### src/rtl/lcd_pkg.sv
// Shared types and constants for the LCD register-port controller.
package lcd_pkg;

  typedef enum logic [2:0] {
    ST_IDLE  = 3'd0,
    ST_SETUP = 3'd1,
    ST_PULSE = 3'd2,
    ST_HOLD  = 3'd3,
    ST_EXEC  = 3'd4
  } lcd_state_e;

  // Store-word field positions
  localparam int unsigned LCD_ON_BIT     = 31;
  localparam int unsigned LCD_OVFCLR_BIT = 30;
  localparam int unsigned LCD_RS_BIT     = 9;

  // Commands that need the long execute wait
  localparam logic [7:0] LCD_CMD_CLEAR = 8'h01;
  localparam logic [7:0] LCD_CMD_HOME  = 8'h02;

  // Status word field positions
  localparam int unsigned STAT_BUSY_BIT = 31;
  localparam int unsigned STAT_FULL_BIT = 30;
  localparam int unsigned STAT_OVF_BIT  = 29;
  localparam int unsigned STAT_CNT_W    = 5;
  localparam int unsigned STAT_PAD_W    = 24;

  localparam int unsigned LCD_CMD_W = 9;

  // Queued command payload
  typedef struct packed {
    logic       rs;
    logic [7:0] data;
  } lcd_cmd_t;

  function automatic int unsigned max_u(input int unsigned a, input int unsigned b);
    return (a > b) ? a : b;
  endfunction

  // Clear and home run much longer inside the panel controller
  function automatic logic is_long_cmd(input logic rs, input logic [7:0] data);
    return !rs && ((data == LCD_CMD_CLEAR) || (data == LCD_CMD_HOME));
  endfunction

endpackage

### src/rtl/lcd_ctrl_sync_fifo.sv
// Small synchronous FIFO with first-word fall-through read and push-on-full-with-pop.
module sync_fifo #(
  parameter int unsigned WIDTH = 9,
  parameter int unsigned DEPTH = 4
) (
  input  logic                     i_clk,
  input  logic                     i_reset,
  input  logic                     i_push,
  input  logic [WIDTH-1:0]         i_wdata,
  input  logic                     i_pop,
  output logic [WIDTH-1:0]         o_rdata,
  output logic                     o_full,
  output logic                     o_empty,
  output logic [$clog2(DEPTH):0]   o_count
);

  localparam int unsigned AW = $clog2(DEPTH);
  localparam int unsigned CW = AW + 1;

  logic [WIDTH-1:0] mem_q [DEPTH];
  logic [AW-1:0]    wr_ptr_q, rd_ptr_q;
  logic [CW-1:0]    count_q;
  logic             do_push_c, do_pop_c;

  assign o_full    = (count_q == CW'(DEPTH));
  assign o_empty   = (count_q == '0);
  assign o_count   = count_q;
  assign o_rdata   = mem_q[rd_ptr_q];
  assign do_pop_c  = i_pop && !o_empty;
  assign do_push_c = i_push && (!o_full || do_pop_c);

  // Storage array, written only on an accepted push
  always_ff @(posedge i_clk) begin
    if (do_push_c) mem_q[wr_ptr_q] <= i_wdata;
  end

  // Pointers wrap naturally since DEPTH is a power of two
  always_ff @(posedge i_clk) begin
    if (i_reset) begin
      wr_ptr_q <= '0;
      rd_ptr_q <= '0;
      count_q  <= '0;
    end else begin
      if (do_push_c) wr_ptr_q <= wr_ptr_q + AW'(1);
      if (do_pop_c)  rd_ptr_q <= rd_ptr_q + AW'(1);
      if (do_push_c && !do_pop_c)      count_q <= count_q + CW'(1);
      else if (!do_push_c && do_pop_c) count_q <= count_q - CW'(1);
    end
  end

endmodule

### src/rtl/lcd_ctrl.sv
// LCD register-port responder: queues stored commands and sequences the panel pins.
module lcd_ctrl
  import lcd_pkg::*;
#(
  parameter int unsigned DEPTH   = 4,
  parameter int unsigned T_SETUP = 4,
  parameter int unsigned T_EN    = 25,
  parameter int unsigned T_HOLD  = 2,
  parameter int unsigned T_EXEC  = 2000,
  parameter int unsigned T_CLR   = 82000
) (
  input  logic        i_clk,
  input  logic        i_reset,
  input  logic        i_wr,
  input  logic [31:0] i_wdata,
  output logic [31:0] o_status,
  output logic        o_lcd_on,
  output logic        o_lcd_rs,
  output logic        o_lcd_rw,
  output logic        o_lcd_en,
  output logic [7:0]  o_lcd_data
);

  localparam int unsigned T_MAX = max_u(max_u(max_u(T_SETUP, T_EN), max_u(T_HOLD, T_EXEC)), T_CLR);
  localparam int unsigned CNT_W = $clog2(T_MAX) + 1;
  localparam int unsigned CW    = $clog2(DEPTH) + 1;

  lcd_state_e       state_q, state_d;
  logic [CNT_W-1:0] cnt_q, cnt_d;
  logic             rs_q, rs_d;
  logic [7:0]       data_q, data_d;
  logic             en_q, en_d;
  logic             on_q, on_d;
  logic             ovf_q, ovf_d;
  logic [31:0]      status_q, status_d;

  logic             pop_c, push_c;
  logic             fifo_full, fifo_empty;
  logic [CW-1:0]    fifo_count;
  logic [CW-1:0]    cnt_nxt_c;
  logic [LCD_CMD_W-1:0] fifo_rdata;
  lcd_cmd_t         head_c, wcmd_c;
  logic             unused_c;

  assign head_c   = lcd_cmd_t'(fifo_rdata);
  assign wcmd_c   = '{rs: i_wdata[LCD_RS_BIT], data: i_wdata[7:0]};
  assign unused_c = ^{i_wdata[29:10], i_wdata[8]};

  sync_fifo #(
    .WIDTH (LCD_CMD_W),
    .DEPTH (DEPTH)
  ) u_fifo (
    .i_clk   (i_clk),
    .i_reset (i_reset),
    .i_push  (push_c),
    .i_wdata (wcmd_c),
    .i_pop   (pop_c),
    .o_rdata (fifo_rdata),
    .o_full  (fifo_full),
    .o_empty (fifo_empty),
    .o_count (fifo_count)
  );

  // Phase sequencer: each phase lasts exactly its programmed cycle count
  always_comb begin
    state_d = state_q;
    cnt_d   = cnt_q;
    rs_d    = rs_q;
    data_d  = data_q;
    pop_c   = 1'b0;
    case (state_q)
      ST_IDLE: begin
        if (!fifo_empty) begin
          pop_c   = 1'b1;
          rs_d    = head_c.rs;
          data_d  = head_c.data;
          state_d = ST_SETUP;
          cnt_d   = CNT_W'(T_SETUP - 1);
        end
      end
      ST_SETUP: begin
        if (cnt_q == '0) begin
          state_d = ST_PULSE;
          cnt_d   = CNT_W'(T_EN - 1);
        end else begin
          cnt_d = cnt_q - CNT_W'(1);
        end
      end
      ST_PULSE: begin
        if (cnt_q == '0) begin
          state_d = ST_HOLD;
          cnt_d   = CNT_W'(T_HOLD - 1);
        end else begin
          cnt_d = cnt_q - CNT_W'(1);
        end
      end
      ST_HOLD: begin
        if (cnt_q == '0) begin
          state_d = ST_EXEC;
          cnt_d   = is_long_cmd(rs_q, data_q) ? CNT_W'(T_CLR - 1) : CNT_W'(T_EXEC - 1);
        end else begin
          cnt_d = cnt_q - CNT_W'(1);
        end
      end
      ST_EXEC: begin
        if (cnt_q == '0) state_d = ST_IDLE;
        else             cnt_d   = cnt_q - CNT_W'(1);
      end
      default: begin
        state_d = ST_IDLE;
        cnt_d   = '0;
      end
    endcase
    en_d = (state_d == ST_PULSE);
  end

  // Register-port write side: power bit, overflow flag and queue acceptance
  always_comb begin
    on_d   = on_q;
    ovf_d  = ovf_q;
    push_c = 1'b0;
    if (i_wr) begin
      on_d = i_wdata[LCD_ON_BIT];
      if (i_wdata[LCD_OVFCLR_BIT]) begin
        ovf_d = 1'b0;
      end else if (!fifo_full || pop_c) begin
        push_c = 1'b1;
      end else begin
        ovf_d = 1'b1;
      end
    end
  end

  // Next status word, so the load path sees the same cycle's state as the pins
  always_comb begin
    cnt_nxt_c = fifo_count;
    if (push_c && !pop_c)      cnt_nxt_c = fifo_count + CW'(1);
    else if (!push_c && pop_c) cnt_nxt_c = fifo_count - CW'(1);
    status_d = {(cnt_nxt_c != '0) || (state_d != ST_IDLE),
                (cnt_nxt_c == CW'(DEPTH)),
                ovf_d,
                {STAT_PAD_W{1'b0}},
                STAT_CNT_W'(cnt_nxt_c)};
  end

  // State, counter and pin registers
  always_ff @(posedge i_clk) begin
    if (i_reset) begin
      state_q  <= ST_IDLE;
      cnt_q    <= '0;
      rs_q     <= 1'b0;
      data_q   <= '0;
      en_q     <= 1'b0;
      on_q     <= 1'b0;
      ovf_q    <= 1'b0;
      status_q <= '0;
    end else begin
      state_q  <= state_d;
      cnt_q    <= cnt_d;
      rs_q     <= rs_d;
      data_q   <= data_d;
      en_q     <= en_d;
      on_q     <= on_d;
      ovf_q    <= ovf_d;
      status_q <= status_d;
    end
  end

  assign o_status   = status_q;
  assign o_lcd_on   = on_q;
  assign o_lcd_rs   = rs_q;
  assign o_lcd_rw   = 1'b0;
  assign o_lcd_en   = en_q;
  assign o_lcd_data = data_q;

endmodule

### config.mk
export PLATFORM = sky130hd
export DESIGN_NAME = lcd_ctrl
export DESIGN_NICKNAME = d
export VERILOG_FILES = /design/src/rtl/lcd_pkg.sv /design/src/rtl/lcd_ctrl_sync_fifo.sv /design/src/rtl/lcd_ctrl.sv
export SDC_FILE = /design/constraint.sdc
export NUM_CORES = 1
export LEC_CHECK = 0
export BUFFER_PORTS_ARGS = -buffer_cell sky130_fd_sc_hd__buf_2
export CORE_MARGIN = 1.5
export CORE_UTILIZATION = 33
export DETAILED_ROUTE_END_ITERATION = 16
export PLACE_DENSITY_LB_ADDON = 0.25
export SLEW_MARGIN = 15
export SYNTH_ARGS = -nofsm -noshare
export SYNTH_HDL_FRONTEND = slang
export SYNTH_HIERARCHICAL = 1
export SYNTH_SLANG_ARGS = --single-unit
### constraint.sdc
create_clock -name i_clk -period 8.7 [get_ports i_clk]
set_input_delay 1.74 -clock i_clk [delete_from_list [all_inputs] [get_ports i_clk]]
set_output_delay 1.74 -clock i_clk [all_outputs]
set_load 0.05 [all_outputs]
==> results.py <==
metrics = {
    "global_routing": {
        "gr-total-overflow": 0,
        "use_met1_pct": 17.40,
        "track_usage_pct": 14.66,
        "grt_max_degree": 42,
        "antenna_found_initial": 0,
        "grt_pass1_vias": 2993,
        "top_usage_layer": "met2",
        "grt_pass1_wl_um": 14990,
        "grt_use_met3_pct": 4.203,
        "grt_use_met2_pct": 25.10,
    },
    "clocking": {
        "cts_tree": "yes",
        "cts-root-buf": "clkbuf_16",
        "numCtsBuffers": 9,
        "ctsResizeCount": 0,
        "clk_pin_slew_worst_paths_ns": 0.07,
        "ctsLongestPathBuffers": 2,
        "h-tree-depth": 3,
        "cts_sinks": 83,
        "postCtsSetupBuffers": 0,
        "worst_skew_pair.late_latency_ns": 0.35,
        "holdBufCountCts": 0,
    },
    "sta": {
        "hold_viol": 0,
        "finalCritPeriodShare_pct": 46.24,
        "max_freq_ghz": 0.2486,
        "fin_skew_ns": 0.01116,
        "rsz0062_at_grt": "false",
        "setup_viol": 0,
        "slew_headroom_pct": 41.80,
        "setup_tns_ns": 0,
        "worst_slew_pin_slew_ns": 0.8663,
        "fin_crit_ns": 4.023,
        "slew_violations": 0,
    },
    "logic_synthesis": {
        "ys_types": 68,
        "syn_area_um2": 4250,
        "synth_top_cell_by_area": "edfxtp_1",
        "synth-seq-cells": 83,
        "synth_enable_flop_cells": 36,
        "yosys_warnings": 6,
        "syn_area_per_cell_um2": 10.17,
        "postSynthCellCount": 418,
        "ys.flop_type": "dfxtp_1",
        "ys_top_cells_by_count": "47 x dfxtp_1, 42 x nand2_1, 38 x nor2_1",
        "yosys-top-cells-area": "edfxtp_1 25%, dfxtp_1 22%, buf_4 4.9%",
        "ys_seq_area_share_pct": 47.57,
        "synthArstFlopShare_pct": 0,
        "synth_top_area_share_pct": 25.43,
        "synth.most_common_cell": "dfxtp_1",
    },
    "drt": {
        "vias_per_cell": 5.156,
        "drt_iter0_markers": 276,
        "wire_per_inst_um": 14.83,
        "wirelength_um": 9138,
        "dr.pass1.iters": 5,
        "via_count": 3176,
        "drc_errors": 0,
        "ant_nets": 0,
    },
    "pwr": {
        "ir_drop_mv": 0.2035,
        "powerDensity_nw_per_um2": 427.5,
        "p_leak_nw": 1.754,
    },
    "critical_path": {
        "cp.arrival_ns": 4.29,
        "cp-end-kind": "register",
        "start_kind": "register",
        "critPathMaxFanout": 20,
        "path_class": "register to register",
        "worstPathRequired_ns": 8.97,
    },
    "place": {
        "dp_hpwl_um": 6290,
        "gp_congestion": 0.8286,
        "io_buffers": 30,
    },
    "min_path": {
        "hp-class": "register to register",
    },
    "layout": {
        "n_fill_cell": 1260,
        "utilization_pct": 37.74,
        "layout.nets": 483,
        "multi_input_area_um2": 1993,
        "drive_above_1_share_pct": 17.79,
        "syn2layout_area_growth_pct": 11.60,
        "seqCellArea_um2": 2022,
        "diodes": 0,
    },
    "die": {
        "die_y_um": 116.5,
        "die_area_um2": 13570,
        "start_util_pct": 33.82,
        "die_x_um": 116.5,
        "rows": 41,
        "core_area_um2": 12570,
        "ios": 79,
    },
    "job": {
        "cap_violations": 0,
    },
    "outcome": {
        "status": "finished, final reports clean",
    },
}
[sequential cells by signal, summed over array words and instances (netlist names), named ones only]
signal,cells
cnt_q,18
o_lcd_data,8
o_lcd_en,1
o_lcd_on,1
o_lcd_rs,1
o_status,6
state_q,3
u_fifo/mem_q,36
u_fifo/o_count,3
u_fifo/rd_ptr_q,2
u_fifo/wr_ptr_q,2
[where the power goes]
group          switching, mW  internal (mW)  total (mW)
Sequential            0.0980          0.490       0.588
Combinational          0.694          0.341        1.03
Clock                  0.175          0.231       0.406
[routing by layer]
metal	up-vias	part of all wire, %
met3	16	6.4
met1	1518	43
met2	128	49
met5	-	0
met4	0	2.0
li1	1514	-
[through the flow]
step,instance area [µm²],setup WS (ns),hold slack (ns),total power [mW],cells
after floorplan,4348,4.924,0.4653,1.421,444
after detailed placement,4425,4.660,0.4641,1.623,600
after global placement,4425,4.700,0.4585,1.608,600
after CTS,4743,4.628,0.4736,2.034,616
final,4743,4.677,0.4709,2.028,616
after global routing,4743,4.265,0.5105,2.171,616
[critical path: stages, from the launching register on]
cell	delay [ns]
dfxtp_1	0.45
nor2_1	0.70
nand2_1	0.56
inv_2	0.44
inv_1	0.09
a21boi_2	0.32
ha_1	0.25
inv_1	0.06
fa_1	0.37
xor2_1	0.16
or3_2	0.40
a21oi_1	0.14
[layout make-up]
cell class                 instances  area share [%]
tap                              172           4.537
sequential                        83           42.63
inverter                          12          0.9496
multi-input combinational        303           42.02
clock buffer                       9           4.748
timing repair buffer              30           3.165
clock inverter                     7           1.952
[cell usage in the layout (no fill, tap or decap), types with 4 or more instances in the layout]
cell type	count
a31oi_1	7
o21ai_0	12
nand2b_1	6
nor4_1	5
conb_1	27
a211oi_1	4
and2_2	4
o211ai_1	5
nor3_1	12
clkbuf_16	9
a21oi_1	23
nand2_1	42
or3_1	4
o31ai_1	5
inv_6	4
nand3_1	5
inv_1	11
o21ai_1	7
dfxtp_1	47
nor2_1	38
o22ai_1	4
ha_1	8
edfxtp_1	36
mux4_2	9
xor2_1	12
xnor2_1	5
buf_2	30
[cell families after synthesis]
kind of cell,after synthesis,share of synthesized area [%]
AND/OR/NAND/NOR,147,18.46
other,1,0.08823
flip-flops,83,47.57
AO/OA/AOI/OAI,89,13.63
multiplexers,14,6.093
adder cells (fa/ha/maj),9,2.826
XOR/XNOR,17,3.503
buffers and inverters,58,7.830
[path summary, 6_finish.rpt]
check,from,endpoint,slack (ns),cells past startpoint
max,state_q[1],u_fifo/o_count[2],4.68,11
min,o_lcd_data[3],o_lcd_data[3],0.47,2
max reg2reg,state_q[1],u_fifo/o_count[2],4.68,11
min reg2reg,o_lcd_data[3],o_lcd_data[3],0.47,2
No activity file was read; power rests on OpenSTA's default activity.
